File: src/rtl/cpu_defs_pkg.sv
// Shared CPU definitions: default datapath width and divider state encodings.
package cpu_defs;

   localparam int unsigned CPU_WIDTH = 8;

   typedef enum logic [1:0] {
      DIV_IDLE = 2'd0,
      DIV_CALC = 2'd1,
      DIV_DONE = 2'd2
   } div_state_e;

endpackage

File: src/rtl/full_adder.sv
// One-bit full adder cell used to build ripple chains.
module full_adder (
   input  logic a_i,
   input  logic b_i,
   input  logic c_i,
   output logic s_o,
   output logic c_o
);

   assign s_o = a_i ^ b_i ^ c_i;
   assign c_o = (a_i & b_i) | (a_i & c_i) | (b_i & c_i);

endmodule

File: src/rtl/subtractor_nbit.sv
// Ripple-borrow subtractor: a - b as a + ~b + 1; final carry high means no borrow.
module subtractor_nbit #(
   parameter int unsigned WIDTH = 9
) (
   input  logic [WIDTH-1:0] a_i,
   input  logic [WIDTH-1:0] b_i,
   output logic [WIDTH-1:0] diff_o,
   output logic             no_borrow_o
);

   logic [WIDTH:0] carry;

   assign carry[0] = 1'b1;

   for (genvar i = 0; i < WIDTH; i++) begin : g_cell
      full_adder u_fa (
         .a_i (a_i[i]),
         .b_i (~b_i[i]),
         .c_i (carry[i]),
         .s_o (diff_o[i]),
         .c_o (carry[i+1])
      );
   end

   assign no_borrow_o = carry[WIDTH];

endmodule

File: src/rtl/seq_divider_8bit.sv
// Multi-cycle unsigned restoring divider, one quotient bit per clock,
// with a start/busy/done handshake and divide-by-zero flag.
module seq_divider_8bit
   import cpu_defs::*;
#(
   parameter int unsigned WIDTH = CPU_WIDTH
) (
   input  logic             clk,
   input  logic             rst,
   input  logic             start,
   input  logic [WIDTH-1:0] dividend,
   input  logic [WIDTH-1:0] divisor,
   output logic             busy,
   output logic             done,
   output logic [WIDTH-1:0] quotient,
   output logic [WIDTH-1:0] remainder,
   output logic             div_by_zero
);

   localparam int unsigned CntW = $clog2(WIDTH);

   div_state_e       state_q, state_d;
   logic [CntW-1:0]  cnt_q, cnt_d;
   logic [WIDTH-1:0] q_q, q_d, d_q, d_d;
   logic [WIDTH-1:0] quo_q, quo_d, rem_q, rem_d;
   logic [WIDTH:0]   r_q, r_d;
   logic             busy_q, done_q, dbz_q, dbz_d;

   logic [WIDTH:0]   trial, diff, r_next;
   logic [WIDTH-1:0] q_shift;
   logic             no_borrow;

   // Shift the next dividend bit into the partial remainder (modulo 2^(WIDTH+1)).
   assign trial = (r_q << 1) | {{WIDTH{1'b0}}, q_q[WIDTH-1]};

   subtractor_nbit #(
      .WIDTH (WIDTH + 1)
   ) u_sub (
      .a_i         (trial),
      .b_i         ({1'b0, d_q}),
      .diff_o      (diff),
      .no_borrow_o (no_borrow)
   );

   assign r_next  = no_borrow ? diff : trial;
   assign q_shift = {q_q[WIDTH-2:0], no_borrow};

   always_comb begin
      state_d = state_q;
      cnt_d   = cnt_q;
      q_d     = q_q;
      r_d     = r_q;
      d_d     = d_q;
      quo_d   = quo_q;
      rem_d   = rem_q;
      dbz_d   = dbz_q;
      case (state_q)
         DIV_IDLE: begin
            if (start) begin
               d_d   = divisor;
               q_d   = dividend;
               r_d   = '0;
               cnt_d = CntW'(WIDTH - 1);
               dbz_d = 1'b0;
               if (divisor == '0) begin
                  state_d = DIV_DONE;
                  quo_d   = '1;
                  rem_d   = dividend;
                  dbz_d   = 1'b1;
               end else begin
                  state_d = DIV_CALC;
               end
            end
         end
         DIV_CALC: begin
            q_d   = q_shift;
            r_d   = r_next;
            cnt_d = cnt_q - CntW'(1);
            if (cnt_q == '0) begin
               state_d = DIV_DONE;
               quo_d   = q_shift;
               rem_d   = r_next[WIDTH-1:0];
            end
         end
         DIV_DONE: state_d = DIV_IDLE;
         default:  state_d = DIV_IDLE;
      endcase
   end

   always_ff @(posedge clk) begin
      if (rst) begin
         state_q <= DIV_IDLE;
         cnt_q   <= '0;
         q_q     <= '0;
         r_q     <= '0;
         d_q     <= '0;
         quo_q   <= '0;
         rem_q   <= '0;
         dbz_q   <= 1'b0;
         busy_q  <= 1'b0;
         done_q  <= 1'b0;
      end else begin
         state_q <= state_d;
         cnt_q   <= cnt_d;
         q_q     <= q_d;
         r_q     <= r_d;
         d_q     <= d_d;
         quo_q   <= quo_d;
         rem_q   <= rem_d;
         dbz_q   <= dbz_d;
         busy_q  <= (state_d == DIV_CALC);
         done_q  <= (state_d == DIV_DONE);
      end
   end

   assign busy        = busy_q;
   assign done        = done_q;
   assign quotient    = quo_q;
   assign remainder   = rem_q;
   assign div_by_zero = dbz_q;

endmodule

File: config.mk
export PLATFORM = sky130hd
export DESIGN_NAME = seq_divider_8bit
export DESIGN_NICKNAME = d
export VERILOG_FILES = /design/src/rtl/cpu_defs_pkg.sv /design/src/rtl/full_adder.sv /design/src/rtl/subtractor_nbit.sv /design/src/rtl/seq_divider_8bit.sv
export SDC_FILE = /design/constraint.sdc
export NUM_CORES = 1
export LEC_CHECK = 0
export ABC_AREA = 1
export BUFFER_PORTS_ARGS = -buffer_cell sky130_fd_sc_hd__buf_4
export CELL_PAD_IN_SITES_DETAIL_PLACEMENT = 1
export CELL_PAD_IN_SITES_GLOBAL_PLACEMENT = 2
export CORE_MARGIN = 5
export CORE_UTILIZATION = 35
export DETAILED_ROUTE_END_ITERATION = 7
export GPL_TIMING_DRIVEN = 0
export PLACE_DENSITY = 0.82
export SETUP_SLACK_MARGIN = 0.05
export SYNTH_ARGS = -nofsm -noshare
export SYNTH_HDL_FRONTEND = slang
export SYNTH_SLANG_ARGS = --single-unit
File: constraint.sdc
create_clock -name clk -period 10.7 [get_ports clk]
set_input_delay 1.07 -clock clk [delete_from_list [all_inputs] [get_ports clk]]
set_output_delay 1.07 -clock clk [all_outputs]
set_load 0.01 [all_outputs]
==> results by group, run 1 <==
Yosys
  – Post-Synth XOR/XNOR Area: 0%
  – Number of synthesized register bits: 48
  – Synth Area in Simple Gates: 26.5%
  – Compound-Gate Fraction of Synth Area: between 10% and 20%
  – Seq/Total Area, Yosys: 39.1%
  – Largest family of logic cells by synthesized area: simple AND/OR/NAND/NOR gates
  – Syn Area/Cell: 7.53 sq um
  – Asr flop ratio synth: 0%
  – Yosys Warn Count: 0
  – Post-synth top area cell: dfxtp_1
  – Adder-Cell Fraction of Synth Area: between 7 and 8%
  – Post-synth top area share: 39.1%
  – Area contributors post-synth: dfxtp_1 39%, nand3_1 9.6%, inv_1 9.3%
  – Post-Syn Instances: 326
  – Synthesized Nets: 355
  – Multiplexer share of the synthesized area: 0%
  – Post-synth EDFFs: 0
  – Synthesized area: 2450 sq um
  – Yosys cell types: 28
  – Ys flop type: dfxtp_1

Critical path
  – R2R cell count: 16
  – Crit path cell chain: inv_1 > ha_1 > fa_1 > fa_1 > fa_1 > fa_1 > fa_1 > fa_1 > inv_1 > fa_1 > inv_1 > nand2_1 > nand3_1 > nand3_1 > a21oi_1 > nor2_1
  – Worst Setup Path Type: flop to flop
  – Setup crit end kind: flop
  – Max incr delay on CP: about 0.43 ns
  – CP max FO: 9
  – Crit path max-delay cell type: fa_1
  – CP most frequent cell: fa_1
  – Worst setup SP type: flop
  – Critical Path RT: 10.95 ns
  – Worst EP arrival: 4.48 ns

Power and ir drop
  – Switching fraction of total power: 33.1%
  – Clk pwr share: around 26%
  – Internal power: around 300 uW
  – Final Total Pwr: 446 uW
  – Seq pwr share: 46.4%
  – Sw Pwr: 148 uW
  – VDD IR-drop max: 0.0000635 V
  – Power per cell area: 152 nW/um^2
  – Leak: 0.00145 uW
  – Logic pwr share: around 28%

Die
  – Die Y: roughly 94 um
  – Ports: 38
  – Std cell rows: 30
  – Die Area: 8790 sq um
  – Die Wd: ~94 um
  – Core area: roughly 6800 sq um
  – Starting Density: around 36%

Timing
  – RSZ-0062 raised after global routing: no
  – F_max: 236 MHz
  – Crit path time final: 4.23 ns
  – Period utilisation layout: between 30% and 40%
  – Final Hold Viols: 0
  – Relative slew slack: 54.5%
  – Final setup viols: 0
  – Hold_ws: 0.462 ns
  – Slew Limit Fails: 0
  – Setup Skew: 0.00492 ns
  – Tightest Pin Transition: roughly 0.7 ns
  – Total negative slack: 0 ns

CTS
  – Clock insertion delay at the later pin of the skew report: approximately 0.3 ns
  – CTS tree: built
  – Post-cts sizing count: 0
  – Total CTS buffers: 5
  – Bufs on Longest Clock Path: 2
  – CTS root buf: clkbuf_8
  – Post-CTS Setup Repair Bufs: 0
  – CTS Sinks: 48
  – # H-tree levels: 2
  – Clock slew at reported path FFs: 0.09 ns
  – CTS hold repair buffers: 0

Placement
  – DP HPWL: roughly 5.0 mm
  – Port bufs: 37
  – Area after DPL: 2850 sq um
  – Placer Congestion: 0.809

Layout
  – Share of layout cells above drive strength 1: 18.6%
  – Layout area overhead: 19.9%
  – Design area: a little under 3000 sq um
  – Most common cell after layout, fill and taps aside: inv_1
  – Final core occ: 43.3%
  – Ant diodes: 0
  – Final nets: 399
  – Most frequent cells in the layout: 61 x inv_1, 48 x dfxtp_1, 47 x nand3_1

Min path
  – HP Class: flop to flop
  – WHS Path Cells: 2

GRT
  – Total GRT Usage: 15.7%
  – Largest net degree at the start of global routing: 14
  – Initial antenna violation count: 0
  – First-pass GRT wire length: 10.7 mm
  – Vias in the first global route: 2147
  – Grt total ovfl: 0

Drt
  – Drt wl/cell: 13.7 um
  – DR vias: 2179
  – Final WL: approximately 6.4 mm
  – Via density per instance: 4.67
  – DRC Markers: 0
  – First drt pass iteration count: 4
  – Final ANT Viol Nets: 0
  – DRT iter0 DRCs: 54

Outcome
  – Result of the run: finished clean

Flow run
  – Maxcap violations: 0
==> layout make-up <==
type	instances	area, sq um
fill	851	3850
multi-input combinational	198	1130
sequential	48	961
timing repair buffer	37	278
inverter	65	249
tap	96	120
buffer	15	111
clock buffer	8	90.1
==> registers in the layout, summed over array words and instances, names as in the netlist <==
| name | count |
|---|---|
| d_q | 8 |
| q_q | 8 |
| quotient | 8 |
| r_q | 8 |
| remainder | 8 |
| cnt_q | 3 |
| state_q | 2 |
| busy | 1 |
| div_by_zero | 1 |
| done | 1 |
==> power groups by stage <==
stage | clock (uW) | combinational [uW] | sequential, uW
2_1_floorplan | 0 | 83.9 | 212
4_1_cts | 119 | 128 | 207
3_5_place_dp | 0 | 127 | 211
3_3_place_gp | 0 | 125 | 211
6_report | 114 | 125 | 207
5_1_grt | 128 | 144 | 210
==> critical path: cells and delay by family (launching register included) <==
family          cells  cell delay (ns)
fa+ha+maj           8             2.92
compound gates      1             0.07
simple gates        4             0.64
flops               1             0.36
buf+inv             3             0.19
==> per-layer routing <==
layer / GRT usage, % / vias up / routed length, um
li1: - / 1125 / -
met3: 3.37 / 7 / 290
met2: 25.5 / 36 / 2940
met4: 4.33 / 0 / 76
met5: 0 / - / 0
met1: 20.9 / 1011 / 3090
==> synthesized netlist by cell type, types with 2 or more instances <==
library cell,instances
buf_6,6
nand4_1,7
nand2_4,3
nand2_1,34
inv_1,61
dfxtp_1,48
nand3_1,47
buf_2,5
fa_1,7
inv_2,3
nor2_1,33
o21ai_0,18
o211ai_1,6
clkbuf_1,3
and2_1,2
a21oi_1,29
ha_1,3
==> stage by stage <==
step	setup slack, ns	std cells
finish	6.47	467
global route	6.18	467
CTS	6.42	467
detailed placement	6.46	459
global placement	6.45	459
floorplan	6.77	326
==> final timing paths <==
check                        start                        end  slack, ns
min reg2reg  cnt_q[1]$_SDFFE_PP0P_      cnt_q[1]$_SDFFE_PP0P_       0.46
min          cnt_q[1]$_SDFFE_PP0P_      cnt_q[1]$_SDFFE_PP0P_       0.46
max            q_q[7]$_SDFFE_PP0P_  remainder[6]$_SDFFE_PP0P_       6.47
max reg2reg    q_q[7]$_SDFFE_PP0P_  remainder[6]$_SDFFE_PP0P_       6.47
==> cell families after synthesis <==
logic type | after synthesis
buffers and inverters | 80
DFF | 48
adders and majority gates | 10
and+or+nand+nor | 132
AOI/OAI and AO/OA | 56
(Power assumes the default switching activity.)
==> run 2: changes to the inputs <==
--- a/config.mk
+++ b/config.mk
@@ -10,10 +10,10 @@
 export CELL_PAD_IN_SITES_DETAIL_PLACEMENT = 1
 export CELL_PAD_IN_SITES_GLOBAL_PLACEMENT = 2
 export CORE_MARGIN = 5
-export CORE_UTILIZATION = 35
+export CORE_UTILIZATION = 29
 export DETAILED_ROUTE_END_ITERATION = 7
 export GPL_TIMING_DRIVEN = 0
-export PLACE_DENSITY = 0.82
+export PLACE_DENSITY = 0.72
 export SETUP_SLACK_MARGIN = 0.05
 export SYNTH_ARGS = -nofsm -noshare
 export SYNTH_HDL_FRONTEND = slang
==> constraint.sdc (replaced) <==
create_clock -name clk -period 3.7 [get_ports clk]
set_input_delay 0.37 -clock clk [delete_from_list [all_inputs] [get_ports clk]]
set_output_delay 0.37 -clock clk [all_outputs]
set_load 0.01 [all_outputs]
==> results by group, run 2 (synthesized netlist as in run 1, its figures left out) <==
Outcome
  – Result of the run: finished clean

Drt
  – DR vias: 2188 (+0.41%)
  – Final ANT Viol Nets: 0 (unchanged)
  – Via density per instance: 4.58 (-1.9%)
  – DRC Markers: 0 (unchanged)
  – Final WL: 7.02 mm (+9.8%)
  – Drt wl/cell: 14.7 um (+7.3%)
  – DRT iter0 DRCs: 90 (+67%)
  – First drt pass iteration count: 4 (unchanged)

CTS
  – # H-tree levels: 2 (unchanged)
  – Bufs on Longest Clock Path: 2 (unchanged)
  – Clock insertion delay at the later pin of the skew report: 0.31 ns (about the same)
  – CTS Sinks: 48 (unchanged)
  – CTS hold repair buffers: 0 (unchanged)
  – CTS tree: built
  – CTS root buf: clkbuf_8
  – Total CTS buffers: 5 (unchanged)
  – Clock slew at reported path FFs: 0.09 ns (about the same)

GRT
  – Initial antenna violation count: 0 (unchanged)
  – First-pass GRT wire length: 11.5 mm (+7.4%)
  – Total GRT Usage: 14.2% (-1.4 points)
  – Largest net degree at the start of global routing: 14 (unchanged)
  – Vias in the first global route: 2236 (+4.1%)
  – Grt total ovfl: 0 (unchanged)

Layout
  – Share of layout cells above drive strength 1: 26.3% (+7.7 points)
  – Ant diodes: 0 (unchanged)
  – Layout area overhead: 25.5%
  – Final core occ: 37.5% (-5.8 points)
  – Layout fillers: 1018 (+20%)
  – Most common cell after layout, fill and taps aside: inv_1
  – Most frequent cells in the layout: 58 x inv_1, 47 x dfxtp_1, 40 x buf_4
  – Final nets: 402 (+0.75%)

Timing
  – Slew Limit Fails: 0 (unchanged)
  – Setup WS post-layout: 0.0566 ns (-6.41 ns)
  – Tightest Pin Transition: 0.521 ns (-0.159 ns)
  – Setup Skew: 0.00676 ns (+0.00184 ns)
  – Final Hold Viols: 0 (unchanged)
  – F_max: 274 MHz (+16%)
  – Hold_ws: 0.274 ns (-0.188 ns)
  – Final setup viols: 0 (unchanged)
  – Relative slew slack: 65.3% (+11 points)
  – RSZ-0062 raised after global routing: yes
  – Period utilisation layout: 98.5% (+59 points)
  – Total negative slack: 0 ns (unchanged)
  – Crit path time final: 3.64 ns (-0.591 ns)

Placement
  – Pre-CTS setup slack: -0.271 ns (-6.74 ns)
  – DP HPWL: 5.30 mm (+6.6%)
  – Port bufs: 37 (unchanged)
  – Placer Congestion: 0.768 (-5.1%)

Min path
  – HP Class: input port to flop

Power and ir drop
  – Power per cell area: 431 nW/um^2 (+180%)
  – Leak: 0.00148 uW (+1.9%)
  – VDD IR-drop max: 0.000152 V (+140%)

Critical path
  – Worst setup SP type: flop
  – Critical Path RT: 3.91 ns (-7.04 ns)
  – Worst Setup Path Type: flop to flop
  – R2r setup slk: 0.06 ns (-6.41 ns)
  – Setup crit end kind: flop
  – Worst EP arrival: 3.85 ns (-0.63 ns)
  – CP max FO: 2 (-7)

Die
  – Ports: 38 (unchanged)
  – Core area: 8220 sq um (+21%)
  – Starting Density: 29.9% (-6.3 points)
  – Std cell rows: 33 (+10%)
  – Die Area: 10400 sq um (+18%)
  – Die Y: 102 um (+8.8%)
  – Die Wd: 102 um (+8.8%)

Flow run
  – Maxcap violations: 0 (unchanged)
[run 2: changes by cell type in the layout (fill, tap and decap cells not counted), moves of 7 or more]
cell,before,now
nand3_1,47,38
nand3_2,1,8
fa_2,0,7
fa_1,7,0
[run 2: repair_timing]
action	4_1_cts	5_1_grt
buffers inserted	1	1
setup endpoints to repair	18	16
gates cloned	0	1
gates resized for setup	11	15
hold endpoints to repair	0	0
pin swaps	6	1
[run 2: power breakdown]
group,internal (uW),switching (uW)
Combinational,167,252
Sequential,568,34.3
Clock,129,179
Total,863,466
[run 2: cell type report]
type | instances | area (sq um) | area share [%]
Sequential cell | 48 | 962 | 31.2
Inverter | 65 | 249 | 8.08
Timing Repair Buffer | 39 | 293 | 9.50
Buffer | 15 | 111 | 3.61
Tap cell | 105 | 131 | 4.26
Clock buffer | 6 | 72.6 | 2.36
Multi-Input combinational cell | 199 | 1260 | 40.8
Clock inverter | 1 | 5.00 | 0.162
[run 2: worst max-delay path, stage by stage, from the launching register on]
cell and delay [ns]:
dfxtp_2 0.36, inv_2 0.05, ha_4 0.15, fa_2 0.34, fa_2 0.34, fa_2 0.35
fa_2 0.37, fa_2 0.36, fa_2 0.34, inv_2 0.08, fa_2 0.44, nand3_2 0.11
o211ai_1 0.13, nand2_1 0.09, inv_1 0.04
[run 2: worst paths after layout]
kind / startpoint / end / cells after the start
min reg2reg: cnt_q[2]$_SDFFE_PP0P_ / cnt_q[2]$_SDFFE_PP0P_ / 2
max reg2reg: q_q[7]$_SDFFE_PP0P_ / r_q[7]$_SDFFE_PP0P_ / 14
max: q_q[7]$_SDFFE_PP0P_ / r_q[7]$_SDFFE_PP0P_ / 14
min: rst / cnt_q[1]$_SDFFE_PP0P_ / 2
[run 2: layer usage]
layer / wire length [um] / part of all wire, % / up-vias / track usage [%]
li1: - / - / 1132 / -
met1: 3420 / 49 / 999 / 19.6
met2: 3150 / 45 / 44 / 22.1
met3: 291 / 4.1 / 13 / 2.73
met4: 152 / 2.2 / 0 / 5.05
met5: 0 / 0 / - / 0
[run 2: through the flow]
| step | power, uW | instance area (sq um) | instances |
|---|---|---|---|
| floorplan | 859 | 2470 | 326 |
| global placement | 981 | 2880 | 468 |
| detailed placement | 991 | 2880 | 468 |
| CTS | 1320 | 3000 | 476 |
| global route | 1430 | 3080 | 478 |
| finish | 1330 | 3080 | 478 |
